==> src/rtl/rca_pipe_pkg.sv <==
// Shared constants for the pipelined ripple-carry adder.
// Latency: n/a (constants only).
// Backpressure: n/a.

// Chunk width of one pipeline stage, guarded so repeated inclusion is harmless.
`ifndef RCA_PIPE_CW
`define RCA_PIPE_CW(w, s) ((w) / (s))
`endif

package rca_pipe_pkg;

    // Opcode encoding carried on the Sub input.
    localparam logic OP_ADD = 1'b0;
    localparam logic OP_SUB = 1'b1;

endpackage

==> src/rtl/rca_pipe_chunk.sv <==
// One-bit full adder cell and a CW-bit combinational ripple chain built from it.
// Latency: combinational, zero cycles.
// Backpressure: none; the enclosing stage register decides when results are captured.

module fulladder (
    input  logic a,
    input  logic b,
    input  logic ci,
    output logic s,
    output logic co
);
    assign s  = a ^ b ^ ci;
    assign co = (a & b) | (ci & (a ^ b));
endmodule

module rca_chunk
    import rca_pipe_pkg::*;
#(
    parameter int W = 9
) (
    output logic [W-1:0] S,
    output logic         Cout,
    input  logic [W-1:0] A,
    input  logic [W-1:0] B,
    input  logic         Cin
);
    // c[i] is the carry into bit i; c[W] leaves the chunk.
    logic [W:0] c;

    assign c[0] = Cin;

    for (genvar i = 0; i < W; i++) begin : g_bit
        fulladder u_fa (
            .a  (A[i]),
            .b  (B[i]),
            .ci (c[i]),
            .s  (S[i]),
            .co (c[i+1])
        );
    end

    assign Cout = c[W];
endmodule

==> src/rtl/rca_pipe.sv <==
// Pipelined WIDTH-bit add/subtract split into STAGES ripple chunks, with signed overflow.
// Latency: STAGES cycles from acceptance to out_valid; one result per cycle.
// Backpressure: a stalled output freezes every stage; in_ready = ~out_valid | out_ready.

module rca_pipe
    import rca_pipe_pkg::*;
#(
    parameter int WIDTH  = 36,
    parameter int STAGES = 4
) (
    input  logic             clk,
    input  logic             rst,
    input  logic [WIDTH-1:0] A,
    input  logic [WIDTH-1:0] B,
    input  logic             Cin,
    input  logic             Sub,
    input  logic             in_valid,
    output logic             in_ready,
    output logic [WIDTH-1:0] S,
    output logic             Cout,
    output logic             Ovf,
    output logic             out_valid,
    input  logic             out_ready
);
    localparam int CW = `RCA_PIPE_CW(WIDTH, STAGES);

    if (STAGES < 1 || STAGES > WIDTH || (WIDTH % STAGES) != 0) begin : g_bad_cfg
        $error("rca_pipe: WIDTH must be a non-zero multiple of STAGES");
    end

    // Global advance: the whole pipe moves together, so a stalled output holds every stage.
    logic adv;

    // Operand B as actually added (inverted for subtract) and the stage-0 carry-in.
    logic [WIDTH-1:0] bx;
    logic             c0;

    // Per-stage state. r_q is a rotating word: each stage pushes its sum chunk in at the top
    // while the consumed A chunk drops off the bottom, so after the last stage it is exactly S.
    // b_q holds the not-yet-consumed chunks of B, lowest pending chunk at bit 0.
    logic [WIDTH-1:0] r_q [STAGES];
    logic [WIDTH-1:0] r_d [STAGES];
    logic [WIDTH-1:0] b_q [STAGES];
    logic [WIDTH-1:0] b_d [STAGES];
    logic             c_q [STAGES];
    logic             c_d [STAGES];
    logic             v_q [STAGES];
    logic             v_d [STAGES];
    logic             ovf_q;
    logic             ovf_d;

    assign adv      = ~v_q[STAGES-1] | out_ready;
    assign in_ready = adv;

    assign bx = (Sub == OP_SUB) ? ~B : B;
    assign c0 = (Sub == OP_ADD) ? Cin : 1'b1;

    for (genvar k = 0; k < STAGES; k++) begin : g_stg
        logic [WIDTH-1:0] r_in;
        logic [WIDTH-1:0] b_in;
        logic             c_in;
        logic             v_in;
        logic [CW-1:0]    s_c;
        logic             co;

        if (k == 0) begin : g_first
            assign r_in = A;
            assign b_in = bx;
            assign c_in = c0;
            assign v_in = in_valid;
        end else begin : g_next
            assign r_in = r_q[k-1];
            assign b_in = b_q[k-1];
            assign c_in = c_q[k-1];
            assign v_in = v_q[k-1];
        end

        rca_chunk #(.W(CW)) u_chunk (
            .S    (s_c),
            .Cout (co),
            .A    (r_in[CW-1:0]),
            .B    (b_in[CW-1:0]),
            .Cin  (c_in)
        );

        assign r_d[k] = (r_in >> CW) | (WIDTH'(s_c) << (WIDTH - CW));
        assign b_d[k] = b_in >> CW;
        assign c_d[k] = co;
        assign v_d[k] = v_in;

        // Carry into the MSB is recovered from the MSB operand and sum bits of the top chunk.
        if (k == STAGES - 1) begin : g_last
            assign ovf_d = (r_in[CW-1] ^ b_in[CW-1] ^ s_c[CW-1]) ^ co;
        end
    end

    // Stage registers: cleared on reset, loaded together whenever the pipe advances.
    always_ff @(posedge clk or posedge rst) begin
        if (rst) begin
            for (int k = 0; k < STAGES; k++) begin
                r_q[k] <= '0;
                b_q[k] <= '0;
                c_q[k] <= 1'b0;
                v_q[k] <= 1'b0;
            end
            ovf_q <= 1'b0;
        end else if (adv) begin
            for (int k = 0; k < STAGES; k++) begin
                r_q[k] <= r_d[k];
                b_q[k] <= b_d[k];
                c_q[k] <= c_d[k];
                v_q[k] <= v_d[k];
            end
            ovf_q <= ovf_d;
        end
    end

    assign S         = r_q[STAGES-1];
    assign Cout      = c_q[STAGES-1];
    assign Ovf       = ovf_q;
    assign out_valid = v_q[STAGES-1];
endmodule

==> config.mk <==
export PLATFORM = sky130hd
export DESIGN_NAME = rca_pipe
export DESIGN_NICKNAME = d
export VERILOG_FILES = /design/src/rtl/rca_pipe_pkg.sv /design/src/rtl/rca_pipe_chunk.sv /design/src/rtl/rca_pipe.sv
export SDC_FILE = /design/constraint.sdc
export NUM_CORES = 1
export LEC_CHECK = 0
export CAP_MARGIN = 20
export CORE_ASPECT_RATIO = 0.7
export CORE_UTILIZATION = 60
export CTS_BUF_LIST = sky130_fd_sc_hd__clkbuf_16
export DETAILED_ROUTE_END_ITERATION = 8
export PLACE_DENSITY = 0.85
export SLEW_MARGIN = 10
export SYNTH_ARGS = -nofsm -noshare
export SYNTH_HDL_FRONTEND = slang
export SYNTH_HIERARCHICAL = 1
export SYNTH_SLANG_ARGS = --single-unit
==> constraint.sdc <==
create_clock -name clk -period 14.8 [get_ports clk]
set_input_delay 3.7 -clock clk [delete_from_list [all_inputs] [get_ports clk]]
set_output_delay 3.7 -clock clk [all_outputs]
set_load 0.01 [all_outputs]
==> flow_metrics.env <==
export IMPL_tightest_slew_ns=1.08
export IMPL_drt_iter0_markers=225
export IMPL_yosysUniqueCellTypes=18
export IMPL_layout_core_utilization_pct=73.5
export IMPL_finalSetupTns_ns=0
export IMPL_cp_top_family="buffers and inverters"
export IMPL_dominant_cell_type_by_count_on_the_critical_path="clkdlybuf4s50_1"
export IMPL_power_per_cell_area_nw_per_um2=222
export IMPL_max_ir_drop_vdd_v=0.000113
export IMPL_clk_transition_reported_paths_ns=0.06
export IMPL_overflow=0
export IMPL_dieArea_sq_um=16500
export IMPL_grt_util_all_layers_pct=20.6
export IMPL_synth_sequential_area_ratio_pct=54.0
export IMPL_maxCapViolations=0
export IMPL_dp_hpwl_mm=9.70
export IMPL_max_root_sink_buffers=3
export IMPL_chipHeight_um=108
export IMPL_cp_end_kind="primary output"
export IMPL_drtAntennaViolNets=0
export IMPL_io_pins=118
export IMPL_mappedNetlistArea_sq_um=9590
export IMPL_finalCritPeriodShare_pct=61.7
export IMPL_use_met1_pct=29.2
export IMPL_grt_antenna_before_repair=0
export IMPL_tightest_hold_check_type="reg2reg"
export IMPL_worst_skew_pair_late_latency_ns=0.48
export IMPL_status="finished clean"
export IMPL_vias_in_the_first_global_route=5182
export IMPL_period_minus_slack_ns=9.13
export IMPL_rsz0062_at_grt="no"
export IMPL_critPathLaunchType="input pin"
export IMPL_starting_utilization_of_the_core_area_pct=61.7
export IMPL_groute_layer_met2_usage_pct=33.5
export IMPL_tritoncts="yes"
export IMPL_cts_buffers_inserted=21
export IMPL_req_time_crit_path_ns=11.10
export IMPL_slew_headroom_pct=27.9
export IMPL_layout_drive_gt1_share_pct=34.6
export IMPL_cp_slowest_stage_delay_ns=0.72
export IMPL_detail_route_vias_per_cell=5.27
export IMPL_postSynthNetCount=664
export IMPL_slowest_stage="clkdlybuf4s50_1"
export IMPL_met3_usage_pct=3.90
export IMPL_design_final_nets=779
export IMPL_synthTopCellsByArea="dfrtp_1 54%, mux2_4 28%, fa_1 7.5%"
export IMPL_timing_critical_path_fanout_max=36
export IMPL_root_buffer="clkbuf_16"
export IMPL_maximum_number_of_pins_on_one_net_before_global_route_repair=130
export IMPL_cts_repair_resized=0
export IMPL_critPathArrivalTime_ns=5.43
export IMPL_yosysWarningCount=6
export IMPL_synthDominantAreaCellType="dfrtp_1"
export IMPL_detail_route_first_pass_iterations=4
export IMPL_area_delta_synth_final_pct=19.2
export IMPL_post_synth_most_frequent_cells="207 x dfrtp_1, 178 x mux2_4, 36 x fa_1"
export IMPL_max_freq_ghz=0.110
export IMPL_yosys_register_bits=207
export IMPL_post_cts_setup_buffers=0
export IMPL_finalHoldViolCount=0
export IMPL_power_leakage_nw=5.25
export IMPL_port_buffers=117
export IMPL_path_buf_inv=2
export IMPL_synthDominantCellAreaShare_pct=54.0
export IMPL_cts_htree_levels=1
export IMPL_fp_row_count=38
export IMPL_grt_busiest_layer="met2"
export IMPL_grt_first_pass_wirelength_mm=26.6
export IMPL_dieWidth_um=153
export IMPL_gp_congestion=0.730
export IMPL_antenna_diode_count=0
export IMPL_avgSynthCellArea_sq_um=17.4
export IMPL_finalWirelength_mm=15.7
export IMPL_synth_cells=550
export IMPL_synth_edff_count=0
export IMPL_num_fill_cells=973
export IMPL_setup_viol=0
export IMPL_timing_max_transition_violations_final=0
export IMPL_post_synth_top_count_cell="dfrtp_1"
export IMPL_overall_via_count_from_detail_route=4631
export IMPL_criticalPathCategory="in2out"
export IMPL_final_setup_skew_ns=0.0114
export IMPL_critical_path_cell_chain="clkdlybuf4s50_1 -> nand2b_4 -> clkdlybuf4s50_1"
export IMPL_route_detailed_wl_per_inst_um=17.8
export IMPL_ys_dominant_reg_cell="dfrtp_1"
export IMPL_synth_async_sr_flop_share_pct=100
export IMPL_core_area_sq_um=15500
export IMPL_dpl_instance_area_sq_um=10700
export IMPL_cts_num_sinks=207
export IMPL_drcViolationCount=0
export IMPL_holdBufCountCts=0
export IMPL_final_design_area_no_fill_sq_um=11400
## cell families (layout without fill, tap and decap cells)
kind of cell,Yosys count,after routing,share of synthesized area (%)
adders and majority gates,36,36,7.52
AOI/OAI and AO/OA,28,28,1.89
and+or+nand+nor,31,31,1.63
xor gates and xnor gates,39,39,3.56
buffers and inverters,31,160,3.47
muxes,178,178,27.9
DFF,207,207,54.0
## state kept, by name, summed over array words and instances, names as in the netlist
name / count
Ovf: 1
S: 36
g_stg.c_in: 3
Cout: 1
g_stg.v_in: 3
g_stg.r_in: 108
out_valid: 1
g_stg.b_in: 54
## placed cells by master, fill, tap and decap left out
cell type	netlist	routed
clkdlybuf4s50_1	0	116
bufinv_16	0	2
inv_8	0	2
a21oi_1	17	17
buf_16	0	2
nand2b_1	1	1
clkinv_4	0	1
xnor2_1	30	30
nor2_2	10	10
buf_12	1	1
dfrtp_1	207	207
mux2_4	178	178
or2_2	1	1
nor2_1	18	18
a21oi_2	11	11
nand2b_4	1	1
clkinv_2	0	2
buf_4	5	2
clkinv_1	0	5
clkbuf_16	0	21
inv_1	1	5
buf_2	1	1
fa_1	36	36
xor2_1	9	9
## power by group
part           leakage, nW  internal, W  total, W  switching [W]
Clock                0.340     0.000294  0.000505       0.000211
Combinational         2.52     0.000684   0.00102       0.000336
Sequential            2.39     0.000828   0.00101       0.000185
Total                 5.25      0.00181   0.00254       0.000732
## per-layer routing
metal	routed length (um)	part of all wire (%)
met5	0	0
met4	279	1.8
met3	619	4.0
met2	7340	47
met1	7430	47
## final timing paths
| check | depth (start not counted) | from | endpoint | slack [ns] |
|---|---|---|---|---|
| worst max-delay path | 3 | out_ready | in_ready | 5.67 |
| worst min-delay path | 1 | g_stg[3].v_in | out_valid | 0.48 |
| worst max register to register | 12 | g_stg[3].r_in[0] | Ovf | 10.08 |
| worst min register to register | 1 | g_stg[3].v_in | out_valid | 0.48 |
| max in group asynchronous | 4 | rst | g_stg[3].r_in[14] | 9.79 |
| min in group asynchronous | 2 | rst | g_stg[1].r_in[12] | 3.77 |
## worst register-to-register path: cells and delay by family, from the launching register on
kind            cells  cell delay [ns]
xor+xnor            2             0.38
flops               1             0.40
compound gates      1             0.07
fa+ha+maj           9             3.73
## area by class of cell
type / instances / area (sq um) / area share (%)
flip-flops and latches: 207 / 5180 / 45.3
multi-input cells: 312 / 4070 / 35.7
repair buffers: 122 / 1260 / 11.0
clock buffers: 21 / 526 / 4.60
well taps: 200 / 250 / 2.19
clock inverters: 16 / 128 / 1.12
inverters: 1 / 11.3 / 0.0986
## metrics by stage
step	setup WS (ns)	cells	hold WS [ns]	power [W]
after floorplan	5.45	550	0.435	0.00177
after CTS	5.64	877	0.474	0.00257
final	5.67	879	0.476	0.00254
after detailed placement	5.65	840	0.476	0.00204
after global routing	5.56	879	0.498	0.00270
after global placement	5.68	840	0.480	0.00198
No activity file was read; power rests on OpenSTA's default activity.
